==> src/rtl/nor_gate_test_sequencer.sv <==
// Exhaustive self-test sequencer for the NOR-only gate library (NOT/AND/OR/XNOR/XOR/NAND).
// Latency: each vector takes SETTLE_CYCLES+1 cycles; done rises 24*(SETTLE_CYCLES+1) cycles after start.
// Backpressure: none; start is ignored while busy, abort cancels a run, and abort beats start.
//
// Ports:
//   clk, rst_n           clock, synchronous active-low reset
//   start, abort         run control (start honoured in IDLE/DONE, abort in SETTLE/CHECK)
//   gate_sel, tv_a, tv_b stimulus to the external gate bank
//   dut_y                gate bank response
//   busy, done, pass     run status (done/pass are levels held until the next start)
//   err_cnt              saturating mismatch count for the current or last run
//   fail_valid/gate/vec  first mismatch captured in this run
//
// Optional build macro: NOR_SEQ_STOP_ON_FAIL_EN ends the run at the first mismatch.

module nor_gate_test_sequencer #(
  parameter int SETTLE_CYCLES = 2,
  parameter int ERR_W         = 5
) (
  input  logic             clk,
  input  logic             rst_n,
  input  logic             start,
  input  logic             abort,
  output logic [2:0]       gate_sel,
  output logic             tv_a,
  output logic             tv_b,
  input  logic             dut_y,
  output logic             busy,
  output logic             done,
  output logic             pass,
  output logic [ERR_W-1:0] err_cnt,
  output logic             fail_valid,
  output logic [2:0]       fail_gate,
  output logic [1:0]       fail_vec
);

`ifdef NOR_SEQ_STOP_ON_FAIL_EN
  localparam bit STOP_ON_FAIL = 1'b1;
`else
  localparam bit STOP_ON_FAIL = 1'b0;
`endif

  localparam logic [3:0]       SETTLE_LOAD = 4'(SETTLE_CYCLES - 1);
  localparam logic [ERR_W-1:0] ERR_MAX     = '1;
  localparam logic [2:0]       LAST_GATE   = 3'd5;

  typedef enum logic [1:0] {
    ST_IDLE   = 2'd0,
    ST_SETTLE = 2'd1,
    ST_CHECK  = 2'd2,
    ST_DONE   = 2'd3
  } state_t;

  state_t           state_q, state_nxt;
  logic [2:0]       gate_q, gate_nxt;
  logic [1:0]       vec_q, vec_nxt;
  logic [3:0]       cnt_q, cnt_nxt;
  logic [ERR_W-1:0] err_q, err_nxt;
  logic             fv_q, fv_nxt;
  logic [2:0]       fg_q, fg_nxt;
  logic [1:0]       fvec_q, fvec_nxt;
  logic             busy_q, done_q, pass_q;
  logic             golden;
  logic             mismatch;
  logic             last_vec;

  // Behavioural reference for the gate under test; a = vec[1], b = vec[0].
  always_comb begin
    golden = 1'b0;
    case (gate_q)
      3'd0:    golden = ~vec_q[1];
      3'd1:    golden = vec_q[1] & vec_q[0];
      3'd2:    golden = vec_q[1] | vec_q[0];
      3'd3:    golden = ~(vec_q[1] ^ vec_q[0]);
      3'd4:    golden = vec_q[1] ^ vec_q[0];
      3'd5:    golden = ~(vec_q[1] & vec_q[0]);
      default: golden = 1'b0;
    endcase
  end

  assign mismatch = (dut_y != golden);
  assign last_vec = (gate_q == LAST_GATE) && (vec_q == 2'd3);

  always_comb begin
    state_nxt = state_q;
    gate_nxt  = gate_q;
    vec_nxt   = vec_q;
    cnt_nxt   = cnt_q;
    err_nxt   = err_q;
    fv_nxt    = fv_q;
    fg_nxt    = fg_q;
    fvec_nxt  = fvec_q;

    case (state_q)
      ST_IDLE, ST_DONE: begin
        // A simultaneous abort suppresses the start.
        if (start && !abort) begin
          state_nxt = ST_SETTLE;
          gate_nxt  = 3'd0;
          vec_nxt   = 2'd0;
          cnt_nxt   = SETTLE_LOAD;
          err_nxt   = '0;
          fv_nxt    = 1'b0;
          fg_nxt    = 3'd0;
          fvec_nxt  = 2'd0;
        end
      end

      ST_SETTLE: begin
        if (abort) begin
          state_nxt = ST_IDLE;
          gate_nxt  = 3'd0;
          vec_nxt   = 2'd0;
        end else if (cnt_q == 4'd0) begin
          state_nxt = ST_CHECK;
        end else begin
          cnt_nxt = cnt_q - 4'd1;
        end
      end

      ST_CHECK: begin
        if (abort) begin
          // Results gathered so far are kept; this cycle's sample is discarded.
          state_nxt = ST_IDLE;
          gate_nxt  = 3'd0;
          vec_nxt   = 2'd0;
        end else begin
          if (mismatch) begin
            if (err_q != ERR_MAX) begin
              err_nxt = err_q + 1'b1;
            end
            if (!fv_q) begin
              fv_nxt   = 1'b1;
              fg_nxt   = gate_q;
              fvec_nxt = vec_q;
            end
          end

          if ((STOP_ON_FAIL && mismatch) || last_vec) begin
            state_nxt = ST_DONE;
          end else begin
            state_nxt = ST_SETTLE;
            cnt_nxt   = SETTLE_LOAD;
            vec_nxt   = vec_q + 2'd1;
            if (vec_q == 2'd3) begin
              gate_nxt = gate_q + 3'd1;
            end
          end
        end
      end

      default: begin
        state_nxt = ST_IDLE;
      end
    endcase
  end

  always_ff @(posedge clk) begin
    if (!rst_n) begin
      state_q <= ST_IDLE;
      gate_q  <= 3'd0;
      vec_q   <= 2'd0;
      cnt_q   <= 4'd0;
      err_q   <= '0;
      fv_q    <= 1'b0;
      fg_q    <= 3'd0;
      fvec_q  <= 2'd0;
      busy_q  <= 1'b0;
      done_q  <= 1'b0;
      pass_q  <= 1'b0;
    end else begin
      state_q <= state_nxt;
      gate_q  <= gate_nxt;
      vec_q   <= vec_nxt;
      cnt_q   <= cnt_nxt;
      err_q   <= err_nxt;
      fv_q    <= fv_nxt;
      fg_q    <= fg_nxt;
      fvec_q  <= fvec_nxt;
      // Status flags are flopped from next-state so they align with the state they describe.
      busy_q  <= (state_nxt == ST_SETTLE) || (state_nxt == ST_CHECK);
      done_q  <= (state_nxt == ST_DONE);
      pass_q  <= (state_nxt == ST_DONE) && (err_nxt == '0);
    end
  end

  assign gate_sel   = gate_q;
  assign tv_a       = vec_q[1];
  assign tv_b       = vec_q[0];
  assign busy       = busy_q;
  assign done       = done_q;
  assign pass       = pass_q;
  assign err_cnt    = err_q;
  assign fail_valid = fv_q;
  assign fail_gate  = fg_q;
  assign fail_vec   = fvec_q;

endmodule

==> config.mk <==
export PLATFORM = sky130hd
export DESIGN_NAME = nor_gate_test_sequencer
export DESIGN_NICKNAME = d
export VERILOG_FILES = /design/src/rtl/nor_gate_test_sequencer.sv
export SDC_FILE = /design/constraint.sdc
export NUM_CORES = 1
export LEC_CHECK = 0
export ABC_AREA = 1
export CORE_ASPECT_RATIO = 2
export CORE_MARGIN = 10
export CORE_UTILIZATION = 37
export CTS_BUF_LIST = sky130_fd_sc_hd__clkbuf_8
export DETAILED_ROUTE_END_ITERATION = 12
export PLACE_DENSITY = 0.63
export SYNTH_ARGS = -nofsm -noshare
export SYNTH_HDL_FRONTEND = slang
export SYNTH_SLANG_ARGS = --single-unit
==> constraint.sdc <==
create_clock -name clk -period 4.7 [get_ports clk]
set_input_delay 0.705 -clock clk [delete_from_list [all_inputs] [get_ports clk]]
set_output_delay 0.705 -clock clk [all_outputs]
set_load 0.01 [all_outputs]
-- Yosys cells after proc, flatten, opt, wreduce, memory -nomap -nowiden
Index checks and enable logic that the tools add are counted.
- bitwise logic cells: 6
- reductions and logical operators: 16
- muxes and demuxes: 41
- eq/ne operators: 24
- add/subtract/negate cells: 4
- operators by type and width (kind ; number):
    2-bit 2-to-1 mux ; 12
    3-bit 2-to-1 mux ; 8
    4-bit 2-to-1 mux ; 5
    5-bit 2-to-1 mux ; 4
    2-bit != test, second input constant ; 8
    2-bit case mux with 3 select lines ; 2
    4-bit case mux with 3 select lines ; 1
    2-bit equality test, second input constant ; 5
    5-bit case mux with 2 select lines ; 1
    5-bit AND reduction ; 2
    3-bit case mux with 3 select lines ; 1
    4-bit AND reduction ; 2
    3-bit by 2-bit equality test with 1-bit output, second input constant ; 2
    3-bit equality test, second input constant ; 2
    3-bit != test, second input constant ; 2
    1-bit case mux with 6 select lines ; 1
    3-bit case mux with 2 select lines ; 1
    5-bit by 1-bit adder with 5-bit output, second input constant ; 1
    5-bit logical NOT ; 1
    5-bit != test, second input constant ; 1
    2-bit by 1-bit equality test with 1-bit output, second input constant ; 2
    4-bit logical NOT ; 1
    2-bit case mux with 2 select lines ; 1
    4-bit by 1-bit subtractor with 4-bit output, second input constant ; 1
    18 further kinds ; 24
- logic and storage cells: 102
- register bits: 25
- output and inout port bits: 19

-- Logic depth before layout (Yosys ltp)
Gate-level depths: netlist of the first run.
- depth in word-level cells: 9
- gate-level depth with buffers: 15
- gate-level depth less buffers: 15

-- Worst setup path before layout of the first run
No wires, ideal clock.
- path kind: reg-to-reg
- start: register vec_q[1]
- end: register fg_q[0], in the netlist fail_gate[0]
- path buffers: 0
- library setup time: 0.069 ns
- slack: 2.898 ns
- stages on the path, launching flop included: 13
- period minus slack after synthesis: 1.802 ns
- arrival time: 1.733 ns
- cells stage by stage: dfxtp_1 inv_1 ha_1 nand3_1 nand2_1 nor2_4 nand2_2 nand2_4 nand2_2 nand2_4 nand3_4 nand3b_1 a21oi_2
- word-level cells in the longest chain between the ends: 6
- elaborated cells on any way between the ends: 10
- ends and longest elaborated chain (element ; RTL line ; RTL):
    from (decl) ; 56 ; logic [1:0] vec_q, vec_nxt;
    from (signal assigned) ; 174 ; vec_q <= vec_nxt;
    1-bit bitwise AND or 1-bit bitwise XOR (tied branches) ; -- ;
    1-bit inverter, on equally long branches ; 76, 74 ;
    1-bit case mux with 6 select lines * ; 70 ; case (gate_q)
    1-bit != test * ; 81 ; assign mismatch = (dut_y != golden);
    2-bit != test (no source line) * ; -- ;
    5-bit AND reduction (no source line) * ; -- ;
    to (signal assigned) ; 178 ; fg_q <= fg_nxt;
    to (decl) ; 60 ; logic [2:0] fg_q, fg_nxt;
Mark *: on every way between the ends. The rest lies on a longest branch, timed or not.
A chain may end at the register's enable or synchronous reset.

-- Worst setup path after layout of the first run
- start: input port abort
- end: register pass_q, in the netlist pass
- word-level cells in the longest chain between the ends: 6
- elaborated cells on any way between the ends: 12
- ends and longest elaborated chain (element ; RTL line ; RTL):
    from (decl) ; 23 ; input logic abort,
    1-bit logical NOT ; 97 ; if (start && !abort) begin
    1-bit logical AND ; 97 ;
    2-bit 2-to-1 mux ; 97 ;
    2-bit case mux with 3 select lines * ; 94 ; case (state_q)
    via state_nxt[1] ; 54 ; state_t state_q, state_nxt;
    2-bit equality test * ; 183 ; pass_q <= (state_nxt == ST_DONE) && (err_nxt == '0);
    1-bit logical AND * ; 183 ;
    to (signal assigned) ; 183 ;
    to (decl) ; 62 ; logic busy_q, done_q, pass_q;
Mark *: on every way through the listed nets, which the timed path passes. The rest lies on a longest branch.

==> run summary, run 1 <==
The flow ran to the end, and the final reports show no timing, DRC or antenna violations. The final layout contains 255 nets. The tools report the TritonCTS buffer count as 3.

Counting every sink on the clock net gives 25. The fraction of power consumed by combinational cells is 0.386, and the die height is 112 µm. The count of cell types in the netlist is 29. The area taken by flip-flops and latches came out at 500 µm².

The deepest clock path buffer count was 2. TritonCTS built the clock tree. The final critical-path share of the clock period came out at 0.490.

The tools report the library cell used as clock root buffer as clkbuf_8. The post-cts gate resize count was 0. Setup repair after global routing left no endpoint under its margin.

The synthesized net count came out at 229. The tools report the estimated wirelength of the detail-placed design as 2.97 mm. The number of rows in the core area came out at 33.

The reported max-cap violation count was 0. Post-CTS repair timing setup buffer count: 0. The areal power density over the cells was 322 nW/µm²; the reported leakage power was 0.000801 µW.

Input and output buffers added on the ports amount to 23. Summing internal, switching and leakage power gives 607 µW. The placeable core area is 4090 µm², and the peak fanout along the critical path is 7. The run gives 1390 as the via count.

Yosys printed 0 warnings. In this run the remaining antenna-violating nets after routing total 0. Fill cells in the final layout number 423.

After global routing the overflow that remains totals 0. The worst endpoint required time came out at 4.91 ns. Clock-pin slew was measured on the worst setup and hold paths at 0.09 ns. The logs give 0 for the initial antenna violation count and 226 µW for the switching power total. The number of optimization iterations in the first detailed-route pass came out at 4. The clock insertion delay at the later pin of the skew report was 0.27 ns. For the max-slew headroom at the worst pin, the log shows 0.644. The shortest period the worst path allows was 2.31 ns; the sequential fraction of the synthesis area was 0.321.

The internal power of the cells totals 381 µW. The multi-input combinational cells in the finished layout cover a total of 913 µm². The total of hold buffers inserted after clock tree synthesis is 0. The width of the die was 65.9 µm; the worst slack on hold paths was 0.464 ns.

The run gives 0 as the antenna diode count. After routing, the total negative slack on setup checks comes to 0 ns. After detailed routing, the number of remaining DRC violations is 0. For this block, the initial DRC count from the detailed router was 48.

The total routing resource utilization after global routing was 0.101; the count of endpoints failing hold in the final timing report was 0. The synthesis-to-layout area growth is 20.7%. For the number of global-route vias before repair, the log shows 1404. In the layout the commonest cells are nand2_1, inv_1, dfxtp_1, clkdlybuf4s50_1, nor2_1. Critical setup path kind: in -> reg. The first global-routing pass estimated 6.15 mm of wire. IR analysis of the VDD net gives a maximum drop of 0.199 mV.

The weighted congestion at the end of routability-driven global placement came out at 0.888. The switching part of the total power works out to 0.372. The class of the tightest hold or removal check was reg -> reg.

Entering global routing, the biggest net connects 19 pins. The tools report the level count of the clock H-tree as 1. Dividing the detail-routed wire length by the instance count gives 12.4 µm.

The logs give 7380 µm² for the die area and 434 MHz for the highest clock frequency the design can meet. For the arrival time reported for the critical path endpoint, the log shows 2.52 ns. Post-synthesis area per instance: 7.40 µm². STA classifies the critical path endpoint as a flop. The share of cells above drive strength 1 is 0.136, and the share of total power in sequential cells is 0.407.

The summed instance area of the synthesized netlist was 1560 µm². Max-slew violation count: 0. Setup violations remaining at the end of the flow were counted as 0.

For the final database, setup skew stands at 0.00311 ns. The library cell used most frequently in the layout, excluding fill and tap cells, is nand2_1. During I/O placement, the number of pins put on the boundary was 24. Via-per-instance ratio: 4.83.

For the starting utilization of the core area, the log shows 0.382. The logs give 3.58 mm for the total wire length and 211 for the cell count after synthesis. For the pin with the worst max-slew slack, the measured transition is 0.531 ns. The clock network power share is 0.207. The worst setup path is launched from a primary input. The post-synthesis register bit count is 25.
final timing paths:
check / from / slack [ns] / end / depth (start not counted)
max: abort / 2.39 / pass$_SDFF_PN0_ / 13
min: cnt_q[0]$_SDFFE_PN0P_ / 0.46 / cnt_q[0]$_SDFFE_PN0P_ / 1
max reg2reg: state_q[0]$_SDFF_PN0_ / 2.41 / pass$_SDFF_PN0_ / 15
min reg2reg: cnt_q[0]$_SDFFE_PN0P_ / 0.46 / cnt_q[0]$_SDFFE_PN0P_ / 1
layer usage:
| layer | vias up | global-route usage | share of wire |
|---|---|---|---|
| met5 | - | 0 | 0 |
| met4 | 0 | 0.0492 | 0.022 |
| met3 | 6 | 0.0151 | 0.034 |
| met2 | 18 | 0.197 | 0.56 |
| met1 | 628 | 0.0952 | 0.38 |
| li1 | 738 | - | - |
final cells by class:
cell class	count	share of cell area
repair buffers	23	0.122
well taps	52	0.0345
inverters	34	0.0691
clock inverters	1	0.00199
multi-input cells	150	0.485
flip-flops and latches	25	0.266
clock buffers	3	0.0219
state kept, by name, summed over array words and instances, names as in the netlist:
register,cells
err_cnt,5
fail_valid,1
pass,1
cnt_q,4
fail_vec,2
done,1
gate_sel,3
fail_gate,3
vec_q,2
busy,1
state_q,2
cell families (layout without fill, tap and decap cells):
group	after synthesis	after routing	share of synthesized area
DFF	25	25	0.321
xor gates and xnor gates	1	1	0.00561
adders and majority gates	13	13	0.104
AOI/OAI and AO/OA	37	37	0.139
buffers and inverters	36	61	0.0946
and+or+nand+nor	99	99	0.337
stage by stage:
stage | instances | worst slack (ns) | instance area [µm²] | util
2_1_floorplan | 211 | 2.90 | 1560 | -
3_3_place_gp | 284 | 2.15 | 1840 | 0.450
3_5_place_dp | 284 | 2.11 | 1840 | 0.450
4_1_cts | 288 | 2.39 | 1880 | 0.461
5_1_grt | 288 | 2.12 | 1880 | 0.461
6_report | 288 | 2.39 | 1880 | 0.461
cells in the mapped netlist:
cell / number / area, µm²
a211oi_1: 5 / 37.5
a21oi_1: 20 / 100
a21oi_2: 3 / 26.3
a31oi_1: 1 / 6.26
clkbuf_1: 1 / 3.75
clkbuf_8: 1 / 13.8
clkinv_1: 1 / 3.75
dfxtp_1: 25 / 500
ha_1: 13 / 163
inv_1: 25 / 93.8
inv_2: 7 / 26.3
inv_4: 1 / 6.26
nand2_1: 33 / 124
nand2_2: 5 / 31.3
nand2_4: 3 / 33.8
nand3_1: 16 / 80.1
nand3_2: 2 / 20.0
nand3_4: 1 / 17.5
nand3b_1: 5 / 37.5
nand4_1: 3 / 18.8
nor2_1: 21 / 78.8
nor2_2: 3 / 18.8
nor2_4: 3 / 33.8
nor3_1: 3 / 15.0
nor3_4: 1 / 16.3
o21ai_0: 5 / 25.0
o21bai_1: 2 / 15.0
o22ai_1: 1 / 6.26
xor2_1: 1 / 8.76
power by group through the flow:
stage	clock network (µW)	logic, µW	registers, µW
6_report	125	234	247
2_1_floorplan	0	171	253
4_1_cts	130	238	248
3_3_place_gp	0	238	252
5_1_grt	139	264	251
3_5_place_dp	0	237	253
critical path: stages:
cell	delay (ns)
clkdlybuf4s50_1	0.57
nor2_4	0.27
inv_2	0.06
nor2_1	0.17
o21bai_1	0.12
nand2_1	0.07
ha_1	0.13
nand2_1	0.04
inv_1	0.06
nand3_1	0.07
a21oi_1	0.11
nand2_1	0.06
nor2_1	0.07
No activity file was read; power rests on OpenSTA's default activity.
==> run 2: changes to the inputs <==
==> constraint.sdc (replaced) <==
create_clock -name clk -period 2.36 [get_ports clk]
set_input_delay 0.354 -clock clk [delete_from_list [all_inputs] [get_ports clk]]
set_output_delay 0.354 -clock clk [all_outputs]
set_load 0.01 [all_outputs]
==> run 2 against run 1 <==
Compared with the run above:
- final cell count increased by 1.4%
- clock power rose by 100%
- power up 100%
- critical endpoint unchanged
- worst hold slack improved by 0.0037 ns
- combinational power increased by 100%
==> run summary, run 2 (synthesis results as in run 1) <==
The library cell used most frequently in the layout, excluding fill and tap cells, is nand2_1. The number of standard cells in the layout, taps in and fillers out is 292 (+1.4%). For the weighted congestion at the end of routability-driven global placement, the log shows 0.842 (-5.1%). The number of rows in the core area was 33 (unchanged).

Based on the critical path, the design can be clocked at up to 512 MHz. For the residual DRC count, the log shows 0 (unchanged). Total wire length: 3.66 mm (+2.3%). Switching part of the total power: 0.375 (+0.00258). The die height is 112 µm (unchanged). The clock-pin slew on the worst setup and hold paths came out at 0.09 ns (about the same). The number of global-route vias before repair is 1365 (-2.8%). The count of endpoints failing setup in the final report was 0 (unchanged).

The count of antenna-violating nets left after detailed routing is 0 (unchanged), and the placeable core area is 4090 µm² (unchanged). The shortest period the worst path allows was 1.95 ns; the worst setup skew after layout was 0.00215 ns (-0.000961 ns). The logs give 25 (unchanged) for the CTS sink count and 6.02 mm (-2.1%) for the global-route wire length before repair.

In the layout the commonest cells are nand2_1, inv_1, dfxtp_1, clkdlybuf4s50_1, nor2_1. The switching power total is 457 µW (+100%). The routed length per placed instance was 12.5 µm (+0.89%). The share of cells above drive strength 1 is 0.150 (+0.0144), and the deepest clock path buffer count is 2 (unchanged). The register-to-register setup slack was 0.41 ns (-2.00 ns). The worst endpoint required time came out at 2.57 ns (-2.34 ns). The run gives 24 (unchanged) as the total I/O pin count. The max-slew headroom at the worst pin is 0.774 (+0.130). The peak fanout along the critical path was 5 (-2).

The total of hold buffers inserted after clock tree synthesis is 0 (unchanged), and the number of DRC markers in iteration 0 is 24 (-50%). The areal power density over the cells came out at 637 nW/µm² (+98%). The tools report the maximum number of pins on one net before global-route repair as 18 (-1). The total routing resource utilization after global routing came out at 0.102 (+0.000176). Setup repair after global routing left no endpoint under its margin. The via-per-instance ratio is 4.84 (+0.26%), and the TritonCTS buffer count is 3 (unchanged). The number of port buffers is 23 (unchanged). The tools report the count of nets after finishing as 259 (+1.6%). The reported max-cap violation count was 0 (unchanged). The startpoint identified for the worst hold timing path is fail_gate[1]$_SDFFE_PN0P_. Endpoint class of the critical path: a flop. The reported leakage power came out at 0.000821 µW (+2.6%). The cell sitting at the root of the clock tree is a clkbuf_8.

Cell count after placement: 288 (+1.4%). The cell count of the worst reg-to-reg path was 13 (-2); the transition time at the pin with the least slew margin was 0.339 ns (-0.193 ns). Final core area utilization: 0.468 (+0.00735). The number of optimization iterations in the first detailed-route pass was 4 (unchanged); the max-slew violation count was 0 (unchanged).

The internal power is 762 µW (+100%). For the level count of the clock H-tree, the log shows 1 (unchanged). The startpoint identified for the worst register-to-register timing path is vec_q[1]$_SDFFE_PN0P_.

The worst setup path is launched from a flop. The die area came out at 7380 µm² (unchanged). The width of the die is 65.9 µm (unchanged), and the arrival time reported for the critical path endpoint is 2.17 ns (-0.35 ns). The estimated wirelength of the detail-placed design is 2.99 mm (+0.73%).

Worst reg2reg path endpoint: pass$_SDFF_PN0_. The area growth from synthesis to layout is 22.6%. For the via count, the log shows 1413 (+1.7%). The run finished with clean final reports. The final critical-path share of the clock period is 0.828.

The tools report the total negative setup slack as 0 ns (unchanged). The flip-flop count of the largest register after layout was 5 (unchanged). The clock insertion delay at the later pin of the skew report was 0.27 ns (about the same); the count of endpoints failing hold in the final timing report was 0 (unchanged). The starting utilization of the core area was 0.382 (unchanged); the share of total power in sequential cells was 0.405 (-0.002). The class of the tightest hold or removal check was reg -> reg. The logs give 425 (+0.47%) for the final-layout fill cell count and 0.207 (about the same) for the clock network power share. The post-CTS repair timing setup buffer count came out at 0 (unchanged). For the antenna diode count, the log shows 0 (unchanged).

The worst setup path is of the reg -> reg kind. Fraction of power consumed by combinational cells: 0.388 (+0.002). For the post-cts gate resize count, the log shows 0 (unchanged). For the remaining global-route overflow, the log shows 0 (unchanged).

Sink of the worst hold path: fail_gate[1]$_SDFFE_PN0P_. For the worst IR drop on VDD, the log shows 0.441 mV (+120%). TritonCTS built the clock tree. The post-route total power is 1220 µW (+100%), and the number of cells on the worst hold path is 2 (+1). The tools report the initial antenna violation count as 0 (unchanged).
-- run 2: worst max-delay path by stage --
stage                     slack, ns                        end  cells past startpoint                      from
after global placement         0.24            pass$_SDFF_PN0_                     13                     abort
final                          0.41            pass$_SDFF_PN0_                     13     vec_q[1]$_SDFFE_PN0P_
after global routing           0.09            pass$_SDFF_PN0_                     15  gate_sel[1]$_SDFFE_PN0P_
after floorplan                0.56  fail_gate[0]$_SDFFE_PN0P_                     12     vec_q[1]$_SDFFE_PN0P_
after CTS                      0.37            pass$_SDFF_PN0_                     13     vec_q[1]$_SDFFE_PN0P_
after detailed placement       0.21            pass$_SDFF_PN0_                     13                     abort
-- run 2: routing by layer --
metal | vias up | wire (µm) | global-route usage
met3 | 4 | 85 | 0.0110
met4 | 0 | 65 | 0.0450
met2 | 16 | 2100 | 0.200
met1 | 644 | 1400 | 0.0975
li1 | 749 | - | -
met5 | - | 0 | 0
-- run 2: through the flow --
step	area, µm²	worst slack (ns)	hold WS (ns)
3_5_place_dp	1870	0.206	0.458
2_1_floorplan	1560	0.558	0.431
3_3_place_gp	1870	0.243	0.452
4_1_cts	1910	0.374	0.471
6_report	1910	0.405	0.468
5_1_grt	1910	0.0945	0.493
-- run 2: area by class of cell --
cell class | instances | area [µm²] | share of cell area
clock inverter | 1 | 3.75 | 0.00196
clock buffer | 3 | 41.3 | 0.0216
tap | 52 | 65.1 | 0.0340
inverter | 34 | 130 | 0.0680
sequential | 25 | 500 | 0.261
multi-input combinational | 150 | 913 | 0.477
timing repair buffer | 27 | 260 | 0.136
-- run 2: power by group through the flow --
stage	clock [µW]	sequential, µW	combinational, µW
3_3_place_gp	0	503	474
3_5_place_dp	0	504	477
4_1_cts	258	494	479
6_report	252	494	473
5_1_grt	274	500	527
2_1_floorplan	0	504	341
-- run 2: critical path: stages (launching register included) --
cell and delay [ns]:
dfxtp_1 0.39, inv_1 0.09, ha_1 0.33, nand3_1 0.09, nand2_1 0.09, nor2_4 0.13, nand2_2 0.07, nand2_4 0.08
nand4_1 0.17, nor2_1 0.14, nor2_1 0.06, nor2_2 0.12, nand2_1 0.07, nor2_1 0.07
==> variant 1, RTL diff (flow settings as in run 1) <==
The parameter `ERR_W` goes from 5 to 10.
--- a/src/rtl/nor_gate_test_sequencer.sv
+++ b/src/rtl/nor_gate_test_sequencer.sv
@@ -17,3 +17,3 @@
   parameter int SETTLE_CYCLES = 2,
-  parameter int ERR_W         = 5
+  parameter int ERR_W         = 10
 ) (
Ports: changed (resized err_cnt); port bits go from 24 to 29. The function was not compared with the original's and may differ.
==> variant 1 against run 1 <==
Setup slack got worse by 0.092 ns. Synthesized cell count rose by 40%. Area after synthesis rose by 22%. Sequential cell count increased by 5. Routed wire length increased by 47%. Final area rose by 25%. Sequential share of layout area shrank 1.1 points. Total power increased by 27%. Combinational power down 4%. Critical path type unchanged. Highest routed layer unchanged.
==> variant 1: results (changes against run 1) <==
Fin crit share -> 51.0% (+2.0 points)
Flop-to-flop setup slack -> 2.35 ns (-0.06 ns)
Syn nets -> 314 (+37%)
Leakage -> 1.04 nW (+30%)
CTS Buf Count -> 5 (+2)
Max_slew headroom -> 49.5% (-15 points)
Worst VDD drop -> 0.246 mV (+23%)
Vias in the first global route -> 2008 (+43%)
PortBufs -> 28 (+22%)
Finished Layout Cells -> 386 (+34%)
Sw Pwr -> 0.000263 W (+17%)
Top cells by count, synth -> nand2_1, inv_1, nor2_1, dfxtp_1
Crit path DAT -> 2.62 ns (+0.10 ns)
Met1 track demand over resource -> 11.5% (+2.0 points)
# H-tree levels -> 2 (+1)
RR Startpoint -> vec_q[1]
Yosys cell types -> 27 (-6.9%)
Largest register FFs -> 10 (+5)
Post-Syn Area per Cell -> 6.44 um^2 (-13%)
Cell area after placement -> 2240 um^2 (+22%)
Clock transition at path regs -> 0.07 ns (-0.02 ns)
Status -> completed
Critical path peak fanout -> 10 (+3)
Gpl congestion -> 0.882 (-0.60%)
Filler cell count -> 556 (+31%)
Met3 GRT Util -> 3.11% (+1.6 points)
Met2 Use GR -> 24.6% (+4.9 points)
Clock skew -> 0.00299 ns (-0.000115 ns)
Area grow syn2layout -> 23.6%
R2R depth -> 16 (+1)
First-pass GRT wire length -> 9100 um (+48%)
Largest net degree at the start of global routing -> 24 (+5)
Synth area leaders -> dfxtp_1, nand2_1, inv_1, ha_1, nor2_1
Fin nets -> 346 (+36%)
variant 1: per-stage QoR:
stage	hold slack [ns]	total power, W
6_report	0.464	0.000773
5_1_grt	0.493	0.000831
4_1_cts	0.467	0.000783
3_5_place_dp	0.459	0.000525
3_3_place_gp	0.453	0.000523
2_1_floorplan	0.431	0.000453
variant 1: cell type report:
class,instances,share of cell area [%]
flip-flops and latches,30,25.5
clock inverters,3,1.75
well taps,57,3.03
inverters,48,7.65
clock buffers,5,2.92
repair buffers,28,11.9
multi-input cells,215,47.2
variant 1: worst max path at each step:
stage                     endpoint  depth (start not counted)   from
after floorplan           cnt_q[1]                         12  abort
after global placement        pass                         11  abort
after detailed placement  cnt_q[1]                         12  abort
after CTS                     pass                         11  abort
after global routing      cnt_q[1]                         12  abort
final                         pass                         11  abort
variant 1: metal layers:
metal	part of all wire, %	wire, um
met1	35	1840
met2	56	2950
met3	3.9	202
met5	0	0
met4	4.8	251
variant 1: cell families (layout without fill, tap and decap cells):
logic type / after synthesis / in the layout / synth area share, %
adder cells (fa/ha/maj): 13 / 13 / 8.54
AND/OR/NAND/NOR: 159 / 159 / 37.3
XOR/XNOR: 1 / 1 / 0.460
flip-flops: 30 / 30 / 31.5
buffers and inverters: 51 / 84 / 10.1
AO/OA/AOI/OAI: 42 / 42 / 12.1
variant 1: power by group through the flow:
stage	clock [W]	sequential (W)	combinational [W]
finish	0.000257	0.000292	0.000224
global route	0.000274	0.000295	0.000261
CTS	0.000263	0.000292	0.000228
detailed placement	0	0.000298	0.000227
global placement	0	0.000298	0.000225
floorplan	0	0.000298	0.000156
==> variant 2, RTL diff (flow settings as in run 1) <==
Made on the original files. Make the reset (`rst_n`) asynchronous in one clocked block. Comments in the files are not updated.
--- a/src/rtl/nor_gate_test_sequencer.sv
+++ b/src/rtl/nor_gate_test_sequencer.sv
@@ -157,3 +157,3 @@
 
-  always_ff @(posedge clk) begin
+  always_ff @(posedge clk or negedge rst_n) begin
     if (!rst_n) begin
Formal check against the unedited RTL: differs if rst_n is asserted again (counterexample within 4 cycles, from zero or initial values and one cycle with rst_n low); with rst_n held inactive, the same outputs for 10 cycles.
==> variant 2 against run 1 <==
Routed wire length down 11%. Non-clock buffer count rose by 1. Area after synthesis fell by 0.40%. Total power rose by 32%. Sequential cell count unchanged. Synthesized cell count decreased by 12%. Setup slack improved by 0.034 ns. Sequential share of layout area is 6.4 points higher. Final area increased by 0.60%. Critical path depth decreased by 2.
==> variant 2: results (changes against run 1) <==
Status -> completed
Cell area after placement -> 1850 um^2 (+0.61%)
Met2 Use GR -> 17.3% (-2.4 points)
Met1 WL -> 1190 um (-14%)
Yosys cell types -> 33 (+14%)
Vias in the first global route -> 1286 (-8.4%)
Sw Pwr -> 0.000338 W (+50%)
Post-Synth XOR/XNOR Area -> 1.13% (+0.57 points)
First-pass DRT Iterations -> 4 (unchanged)
Slew @ Worst Pin -> 0.529 ns (-0.00235 ns)
Worst hold stages -> 2 (+1)
Met2 wire length -> 1820 um (-8.8%)
Top delay family on crit path -> adder cells
Critical path peak fanout -> 11 (+4)
Top cells by count, synth -> nand2_1, inv_1, dfrtp_1, ha_1, nor2_1
1st-iter DRT viols -> 26 (-46%)
# H-tree levels -> 1 (unchanged)
Critical path depth -> 11 (-2)
Layout cell share with drive strength beyond 1 -> 14.2% (+0.59 points)
Clock skew -> 0.00338 ns (+0.000277 ns)
Fin nets -> 231 (-9.4%)
Routed WL per cell -> 12.0 um (-3.4%)
Post-synth ARST share -> 100% (+100 points)
Clock Latency Late Sink -> 0.27 ns (about the same)
Hpwl dp -> 2630 um (-11%)
Vias per cell -> 4.67 (-3.3%)
Leakage -> 0.905 nW (+13%)
Comb pwr -> 0.000399 W (+71%)
Synth area leaders -> dfrtp_1, ha_1, nand2_1, inv_1, nand3_1
Clock group share of total power -> 15.5% (-5.2 points)
Via count of the routed design -> 1232 (-11%)
Largest net degree at the start of global routing -> 26 (+7)
WS Path Type -> flip-flop to flip-flop
Dpl ws -> 2.25 ns (+0.142 ns)
Max_slew headroom -> 64.7% (+0.38 points)
Post-Syn Area per Cell -> 8.41 um^2 (+14%)
Post-synthesis compound-gate area fraction -> 12.9% (-0.99 points)
Clock buffer depth -> 2 (unchanged)
Syn nets -> 203 (-11%)
Ys Warns -> 0 (unchanged)
First-pass GRT wire length -> 5500 um (-11%)
Worst stage delay on the critical path -> 0.49 ns (-0.08 ns)
Main synth FF type -> dfrtp_1
PortBufs -> 23 (unchanged)
Worst VDD drop -> 0.280 mV (+41%)
Global router's overall resource usage -> 9.09% (-1.1 points)
Antenna diode count -> 0 (unchanged)
R2R depth -> 11 (-4)
Met1 track demand over resource -> 8.76% (-0.76 points)
Critical path's slowest cell -> ha_1
Adder-cell share of the synthesized area -> 10.5% (+0.042 points)
Met3 routed WL -> 100 um (-19%)
Post-Place Cells -> 260 (-8.5%)
Gpl congestion -> 0.810 (-8.7%)
Sequential area share after synthesis -> 40.2% (+8.2 points)
Crit path DAT -> 2.47 ns (-0.05 ns)
Sequential Power Share -> 34.6% (-6.1 points)
## variant 2: changes by cell type after synthesis, moves of 5 or more
cell | run 1 | this run
a211oi_1 | 5 | 0
a21oi_1 | 20 | 2
dfrtp_1 | 0 | 25
dfxtp_1 | 25 | 0
inv_1 | 25 | 31
nand3b_1 | 5 | 0
nor2_1 | 21 | 13
o21ai_1 | 0 | 7
## variant 2: path summary, 6_finish.rpt
kind | startpoint | slack [ns] | endpoint
max in group asynchronous | rst_n | 3.66 | err_cnt[4]
min in group asynchronous | rst_n | 0.79 | vec_q[0]
min reg2reg | fail_gate[0] | 0.49 | fail_gate[0]
min | fail_gate[0] | 0.49 | fail_gate[0]
max | state_q[0] | 2.43 | pass
max reg2reg | state_q[0] | 2.43 | pass
## variant 2: final cells by class
type | count | area, um^2
clock buffer | 3 | 41.3
multi-input combinational | 122 | 781
fill | 426 | 2190
tap | 52 | 65.1
sequential | 25 | 626
timing repair buffer | 24 | 238
inverter | 37 | 141
clock inverter | 1 | 3.75
